[src/rtl/wishbone_responder.sv]
// Wishbone classic slave backed by a small word-addressed register file.
// Programmable wait states, err on illegal accesses, rty inside a post-write busy window.
module wishbone_responder #(
    parameter logic [31:0] BASE_ADDR   = 32'h0000_1000,
    parameter int          DEPTH_LOG2  = 6,
    parameter int          WAIT_STATES = 2,
    parameter int          BUSY_CYCLES = 4,
    parameter logic [31:0] ID_VALUE    = 32'h5752_0001
) (
    input  logic        clk,
    input  logic        rst,
    input  logic [31:0] adr,
    input  logic [31:0] din,
    output logic [31:0] dout,
    input  logic        cyc,
    input  logic        stb,
    input  logic [3:0]  sel,
    input  logic        we,
    output logic        ack,
    output logic        err,
    output logic        rty
);

    localparam int          DEPTH     = 1 << DEPTH_LOG2;
    localparam int          IDX_W     = DEPTH_LOG2;
    localparam logic [3:0]  WAIT_LOAD = 4'(WAIT_STATES);
    localparam logic [15:0] BUSY_LOAD = 16'(BUSY_CYCLES);

    typedef enum logic [1:0] {
        ST_IDLE,
        ST_WAIT,
        ST_RESP
    } state_t;

    state_t      state_reg;
    logic [3:0]  wait_cnt_reg;
    logic [15:0] busy_cnt_reg;

    logic [31:0] adr_reg;
    logic [31:0] din_reg;
    logic [3:0]  sel_reg;
    logic        we_reg;

    logic        ack_reg;
    logic        err_reg;
    logic        rty_reg;
    logic [31:0] dout_reg;

    // With zero wait states the response is decided on the accept edge itself,
    // so the request is taken straight from the bus instead of the latches.
    logic [31:0] req_adr;
    logic [31:0] req_din;
    logic [3:0]  req_sel;
    logic        req_we;
    logic [IDX_W-1:0] req_idx;

    logic accept;
    logic respond;
    logic in_window;
    logic misaligned;
    logic is_err;
    logic is_rty;
    logic is_ack;
    logic commit;

    logic [DEPTH-1:0][31:0] words;
    logic [31:0]            rd_word;

    always_comb begin
        req_adr = adr_reg;
        req_din = din_reg;
        req_sel = sel_reg;
        req_we  = we_reg;
        if (state_reg == ST_IDLE) begin
            req_adr = adr;
            req_din = din;
            req_sel = sel;
            req_we  = we;
        end
    end

    assign req_idx    = req_adr[DEPTH_LOG2+1:2];
    assign in_window  = (req_adr[31:DEPTH_LOG2+2] == BASE_ADDR[31:DEPTH_LOG2+2]);
    assign misaligned = (req_adr[1:0] != 2'b00);

    assign accept  = (state_reg == ST_IDLE) && cyc && stb;
    assign respond = ((WAIT_STATES == 0) && accept) ||
                     ((state_reg == ST_WAIT) && cyc && (wait_cnt_reg == 4'd1));

    // The busy count seen during the response cycle is one less than the
    // current value, so a read is retried only while more than one remains.
    always_comb begin
        is_err = !in_window || misaligned || (req_sel == 4'b0000) ||
                 (req_we && (req_idx == '0));
        is_rty = !is_err && !req_we && (busy_cnt_reg > 16'd1);
        is_ack = !is_err && !is_rty;
    end

    assign commit  = respond && is_ack && req_we;
    assign rd_word = words[req_idx];

    assign words[0] = ID_VALUE;

    generate
        for (genvar gi = 1; gi < DEPTH; gi++) begin : g_word
            logic [31:0] word_q;
            logic        wr_en;

            assign wr_en     = commit && (req_idx == IDX_W'(gi));
            assign words[gi] = word_q;

            always_ff @(posedge clk) begin
                if (rst) begin
                    word_q <= '0;
                end else if (wr_en) begin
                    for (int b = 0; b < 4; b++) begin
                        if (req_sel[b]) begin
                            word_q[8*b +: 8] <= req_din[8*b +: 8];
                        end
                    end
                end
            end
        end
    endgenerate

    always_ff @(posedge clk) begin
        if (rst) begin
            state_reg    <= ST_IDLE;
            wait_cnt_reg <= '0;
            adr_reg      <= '0;
            din_reg      <= '0;
            sel_reg      <= '0;
            we_reg       <= 1'b0;
            ack_reg      <= 1'b0;
            err_reg      <= 1'b0;
            rty_reg      <= 1'b0;
            dout_reg     <= '0;
        end else begin
            ack_reg  <= 1'b0;
            err_reg  <= 1'b0;
            rty_reg  <= 1'b0;
            dout_reg <= '0;

            if (respond) begin
                ack_reg <= is_ack;
                err_reg <= is_err;
                rty_reg <= is_rty;
                if (is_ack && !req_we) begin
                    dout_reg <= rd_word;
                end
            end

            case (state_reg)
                ST_IDLE: begin
                    if (accept) begin
                        adr_reg      <= adr;
                        din_reg      <= din;
                        sel_reg      <= sel;
                        we_reg       <= we;
                        wait_cnt_reg <= WAIT_LOAD;
                        state_reg    <= (WAIT_STATES == 0) ? ST_RESP : ST_WAIT;
                    end
                end
                ST_WAIT: begin
                    // Only cyc aborts; a dropped stb mid-wait is ignored.
                    if (!cyc) begin
                        state_reg <= ST_IDLE;
                    end else begin
                        wait_cnt_reg <= wait_cnt_reg - 4'd1;
                        if (wait_cnt_reg == 4'd1) begin
                            state_reg <= ST_RESP;
                        end
                    end
                end
                ST_RESP: begin
                    state_reg <= ST_IDLE;
                end
                default: begin
                    state_reg <= ST_IDLE;
                end
            endcase
        end
    end

    always_ff @(posedge clk) begin
        if (rst) begin
            busy_cnt_reg <= '0;
        end else if (commit) begin
            busy_cnt_reg <= BUSY_LOAD;
        end else if (busy_cnt_reg != 16'd0) begin
            busy_cnt_reg <= busy_cnt_reg - 16'd1;
        end
    end

    assign ack  = ack_reg;
    assign err  = err_reg;
    assign rty  = rty_reg;
    assign dout = dout_reg;

endmodule

[config.mk]
export PLATFORM = sky130hd
export DESIGN_NAME = wishbone_responder
export DESIGN_NICKNAME = d
export VERILOG_FILES = /design/src/rtl/wishbone_responder.sv
export SDC_FILE = /design/constraint.sdc
export NUM_CORES = 2
export LEC_CHECK = 0
export BUFFER_PORTS_ARGS = -buffer_cell sky130_fd_sc_hd__buf_4
export CAP_MARGIN = 15
export CORE_AREA = 3 3 427 429
export DETAILED_ROUTE_END_ITERATION = 8
export DIE_AREA = 0 0 430 432
export PLACE_DENSITY = 0.73
export SLEW_MARGIN = 20
export SYNTH_ARGS = -nofsm -noshare
export SYNTH_HDL_FRONTEND = slang
export SYNTH_SLANG_ARGS = --single-unit
[constraint.sdc]
create_clock -name clk -period 5.9 [get_ports clk]
set_clock_uncertainty 0.2 [all_clocks]
set_input_delay 0.885 -clock clk [delete_from_list [all_inputs] [get_ports clk]]
set_output_delay 0.885 -clock clk [all_outputs]
set_load 0.1 [all_outputs]
* After elaboration in Yosys (flattened, before gate mapping)
Index checks and enable logic that the tools add are counted.
** Operators by class
- Bitwise logic cells :: 2
- Shift-type cells :: 0
- Divide/modulo/power cells :: 0
- Multiplexer cells :: 15
- Reductions and logical operators :: 346
- Magnitude comparators :: 2
- Eq/ne operators :: 69
- Add/subtract/negate cells :: 2
- Multipliers :: 0
** Operators by type and width (number)
- AND reduction 2 bit :: 254
- binary-select mux 32 bit (select 6 bit) :: 1
- equality test 6 bit (second input constant) :: 32
- equality test 6 x 5 -> 1 bit (second input constant) :: 16
- two-way mux 32 bit :: 3
- logical AND 1 bit :: 74
- equality test 6 x 4 -> 1 bit (second input constant) :: 8
- equality test 24 x 5 -> 1 bit (second input constant) :: 1
- equality test 6 x 3 -> 1 bit (second input constant) :: 4
- greater-than comparator 16 x 1 -> 1 bit (second input constant) :: 1
- nonzero test 16 bit :: 1
- subtractor 16 x 1 -> 16 bit (second input constant) :: 1
- equality test 6 x 2 -> 1 bit (second input constant) :: 2
- two-way mux 4 bit :: 3
- one-hot mux 4 bit (2 select lines) :: 1
- < comparator 6 x 7 -> 1 bit (second input constant) :: 1
- equality test 6 x 1 -> 1 bit (second input constant) :: 1
- logical NOT 6 bit :: 1
- two-way mux 2 bit :: 3
- two-way mux 3 bit :: 2
- nonzero test 2 bit :: 3
- equality test 4 x 1 -> 1 bit (second input constant) :: 1
- logical NOT 1 bit :: 4
- logical NOT 4 bit :: 1
- other kinds (12) :: 17
** Word-level totals
- Bits in writable memories :: 0
- Memories :: 0
- Bits in latches :: 0
- Flip-flop bits (word level) :: 2142
- Bits in read-only memories :: 0
- Output and inout bits :: 35

* Longest topological paths before layout
- Depth in word-level cells :: 16
- Depth in mapped cells :: 14

* Worst setup path before layout
Ideal clock, no wire load.
- Path kind :: in2reg
- From :: input adr[2]
- To :: register dout_reg[0], in the netlist dout[0]
- Arrival :: 3.216 ns
- Cell stages on the path :: 9
- Path buffers :: 3
- Setup time :: 0.134 ns
- Slack :: 2.350 ns
- Path through :: or3b_2 and2_1 buf_2 clkbuf_1 buf_1 mux4_2 a22o_1 a2111oi_0 a21oi_1
** Between the ends
- Cells in the longest elaborated chain, start to end :: 12
** Ends and longest elaborated chain
- from (decl) :: RTL line 12 : input logic [31:0] adr,
- two-way mux 32 bit * :: RTL line 74 : if (state_reg == ST_IDLE) begin
- logical NOT 6 bit :: RTL line 94 : (req_we && (req_idx == '0));
- logical AND 1 bit :: RTL line 94
- logical OR 1 bit :: RTL line 93 : is_err = !in_window || misaligned || (req_sel == 4'b0000) ||
- logical NOT 1 bit :: RTL line 95, 96
- logical AND 1 bit (2 in series) :: RTL line 95 : is_rty = !is_err && !req_we && (busy_cnt_reg > 16'd1);
- logical NOT 1 bit :: RTL line 96 : is_ack = !is_err && !is_rty;
- logical AND 1 bit :: RTL line 96
- logical AND 1 bit :: RTL line 148 : if (is_ack && !req_we) begin
- NOT 1 bit (no line)
- OR reduction 3 bit (no line)
- to (signal assigned) :: RTL line 149 : dout_reg <= rd_word;
- to (decl) :: RTL line 47 : logic [31:0] dout_reg;
Every way passes the cells marked *; elsewhere a longest branch is shown, timed or not. The select of a mux whose other input is x is not followed.
A chain may end at the register's enable or synchronous reset.

* Final worst setup path
- From :: register state_reg[1]
- To :: register dout_reg[22], in the netlist dout[22]
** Between the ends
- Cells in the longest elaborated chain, start to end :: 15
** Ends and longest elaborated chain
- from (decl) :: RTL line 35 : state_t state_reg;
- from (signal assigned) :: RTL line 161 : state_reg <= (WAIT_STATES == 0) ? ST_RESP : ST_WAIT;
- logical NOT 2 bit :: RTL line 74
- two-way mux 32 bit :: RTL line 74
- equality test 24 x 5 -> 1 bit :: RTL line 83 : assign in_window = (req_adr[31:DEPTH_LOG2+2] == BASE_ADDR[31:DEPTH_LOG2+2]);
- logical NOT 1 bit :: RTL line 93
- logical OR 1 bit (3 in series) :: RTL line 93
- logical NOT 1 bit :: RTL line 95, 96
- logical AND 1 bit (2 in series) :: RTL line 95
- logical NOT 1 bit :: RTL line 96
- logical AND 1 bit :: RTL line 96
- logical AND 1 bit :: RTL line 148
- NOT 1 bit (no line)
- OR reduction 3 bit (no line)
Several ways; a longest one is shown, not always the timed one. The select of a mux whose other input is x is not followed.

==> impl_metrics.tcl <==
set metrics [dict create \
    place_inst 11000 \
    layout-drive-gt1-share_pct 15.7 \
    yosys-top-cells-area "dfxtp_1, a211oi_1, nor2_1" \
    grt_pass1_vias 69400 \
    leakage_nw 31.5 \
    top_register "g_word.word_q" \
    cts_sinks 2142 \
    drcViolationCount 0 \
    cts.clk_slew.worst_paths_ps 60 \
    finalHoldViolations 0 \
    critPathKind "flop to flop" \
    clk_latency_ps 860 \
    startpoint_type "flop" \
    start_util_pct 50.0 \
    r2r_start "state_reg[1]$_SDFFE_PP0P_" \
    cts_buffer_depth 3 \
    crit_required_ps 6350 \
    route.met3.wl_um 32000 \
    synthCells 9117 \
    maxCapViolCount 0 \
    maxSlewViolCount 0 \
    finalCritPeriodShare_pct 87.1 \
    r2r_slack_ps 760 \
    drt_first_pass_iters 8 \
    setup_tns_ps 0 \
    ys_seq_area_share_pct 48.0 \
    grt_pass1_wl_um 441000 \
    synth.top_cell.area_share_pct 48.0 \
    endpoint_kind "flop" \
    synth_largest_area_cell "dfxtp_1" \
    status "finished clean" \
    ctsResizeCount 0 \
    antenna_found_initial 14 \
    viasPerCell 6.48 \
    ys.warnings.count 0 \
    fin_crit_ps 5140 \
    pin_count 108 \
    max_freq_mhz 195 \
    wl_met1_um 113000 \
    cts_root_buf "clkbuf_16" \
    peakVddDrop_uv 270 \
    synth_ff_type "dfxtp_1" \
    ys_ff_latch 2142 \
    io_buffer_count 107 \
    r2r-end "dout[22]$_SDFF_PP0_" \
    met2RoutedLength_um 128000 \
    grt_max_degree 239 \
    rsz0062_at_grt "false" \
    gp_congestion 0.911 \
    core_um2 179000 \
    die_w_um 430 \
    die-area_um2 186000 \
    synthArstFlopShare_pct 0 \
    hold_end "adr_reg[0]$_SDFFE_PP0P_" \
    ant_nets 0 \
    cts_tree "built" \
    finalSetupViolCount 0 \
    hold_ws_ps 85.4 \
    synth_common_cells "nor2_1, dfxtp_1, a211oi_1" \
    cp.arrival_ps 5580 \
    synth-edff-count 0 \
    hold_path_class "input port to flop" \
    fin_cells 11400 \
    synth_cell_types 63 \
    p_per_area_nw_per_um2 309 \
    post-place-ws_ps 485 \
    worst_slew_pin_slew_ps 1300 \
    cp_max_fo 56 \
    htreeDepth 4 \
    largest_register_ff_count 2016 \
    vias 73600 \
    postCtsSetupBuffers 0 \
    num_rows 155 \
    synth_fp_nets 9194 \
    fp.dieH_um 432 \
    initialDrtViolationCount 9957 \
    syn_area_um2 89400 \
    gr-total-overflow 0 \
    synth_most_common_cell "nor2_1" \
    rr_worst_depth 10 \
    min_from "adr[0]" \
    max_slew_margin_pct 13.2 \
    fin_ws_ps 763 \
    min_path_cells 3 \
    synth_area_per_cell_um2 9.80 \
    wl_per_cell_um 25.9 \
    grt_util_all_layers_pct 30.8 \
    hpwl_um 188000 \
    nNetsFinal 8901 \
    wl_um 294000 \
    synthToLayoutAreaGrowth_pct 12.0 \
    routed.top_layer "met5" \
    numCtsBuffers 213 \
    ctsHoldBuffers 0 \
]
==> cell families after synthesis <==
family                     count (synthesis)  share of synthesized area [%]
buffers and inverters                    944                           4.57
xor gates and xnor gates                  15                          0.147
and+or+nand+nor                         2816                           14.3
DFF                                     2142                           48.0
AOI/OAI and AO/OA                       2605                           21.4
muxes                                    591                           11.6
adders and majority gates                  4                         0.0560
==> report_power, final <==
group | total, mW | switching, mW | leakage, nW | internal, mW
clock network | 14.1 | 5.88 | 3.61 | 8.21
registers | 14.6 | 0.0701 | 17.3 | 14.5
logic | 2.28 | 1.68 | 10.6 | 0.597
==> layout make-up <==
| type | instances | area [um^2] |
|---|---|---|
| diodes | 6 | 15.0 |
| clock buffers | 319 | 6370 |
| clock inverters | 75 | 975 |
| fillers | 14900 | 78500 |
| inverters | 4 | 15.0 |
| multi-input cells | 6031 | 43200 |
| flip-flops and latches | 2142 | 42900 |
| well taps | 2355 | 2950 |
| repair buffers | 432 | 3700 |
==> worst max-delay path, stage by stage, from the launching register on <==
cell	delay (ps)
dfxtp_1	410
nor2_4	660
buf_16	240
mux2i_4	600
buf_12	410
buf_4	430
mux4_2	380
a22oi_1	170
nand2_1	110
a2111oi_0	880
a21oi_1	370
==> placed cells by master, fill, tap and decap left out, drive strengths merged, types with 6 or more instances in the layout <==
master,n
nor2,2157
dfxtp,2142
a211oi,2024
buf,431
nand2,374
mux4,353
clkbuf,320
mux2i,232
a22oi,152
nor3,144
a21oi,136
o22ai,103
o21ai,51
nor4,46
clkinv,42
a31oi,27
a222oi,23
nand4,21
a22o,18
bufinv,17
a221oi,14
and4,12
nand3,12
inv,12
or4,11
or4b,11
a21o,10
nand2b,9
xnor2,8
clkinvlp,8
xor2,7
o22a,7
diode,6
a2111oi,6
mux2,6
==> stage by stage <==
step	power [mW]	instance area [um^2]	utilization (%)
floorplan	16.3	89400	-
detailed placement	17.1	92600	51.8
CTS	31.0	99900	55.9
global route	31.7	100000	56.0
finish	31.0	100000	56.0
global placement	17.1	92600	51.8
==> worst max-delay path by stage <==
| stage | end | depth (start not counted) | slack [ps] | from |
|---|---|---|---|---|
| detailed placement | dout[22]$_SDFF_PP0_ | 10 | 490 | adr[2] |
| global route | dout[22]$_SDFF_PP0_ | 10 | 670 | state_reg[1]$_SDFFE_PP0P_ |
| floorplan | dout[0]$_SDFF_PP0_ | 9 | 2350 | adr[2] |
| finish | dout[22]$_SDFF_PP0_ | 10 | 760 | state_reg[1]$_SDFFE_PP0P_ |
| CTS | dout[22]$_SDFF_PP0_ | 9 | 750 | state_reg[1]$_SDFFE_PP0P_ |
| global placement | dout[22]$_SDFF_PP0_ | 10 | 470 | adr[2] |
==> per-layer routing <==
metal / GRT usage [%] / vias to the layer above
met1: 40.2 / 35500
met3: 7.93 / 986
li1: - / 33100
met5: 0 / -
met2: 45.6 / 3923
met4: 19.6 / 12
(Power assumes the default switching activity.)
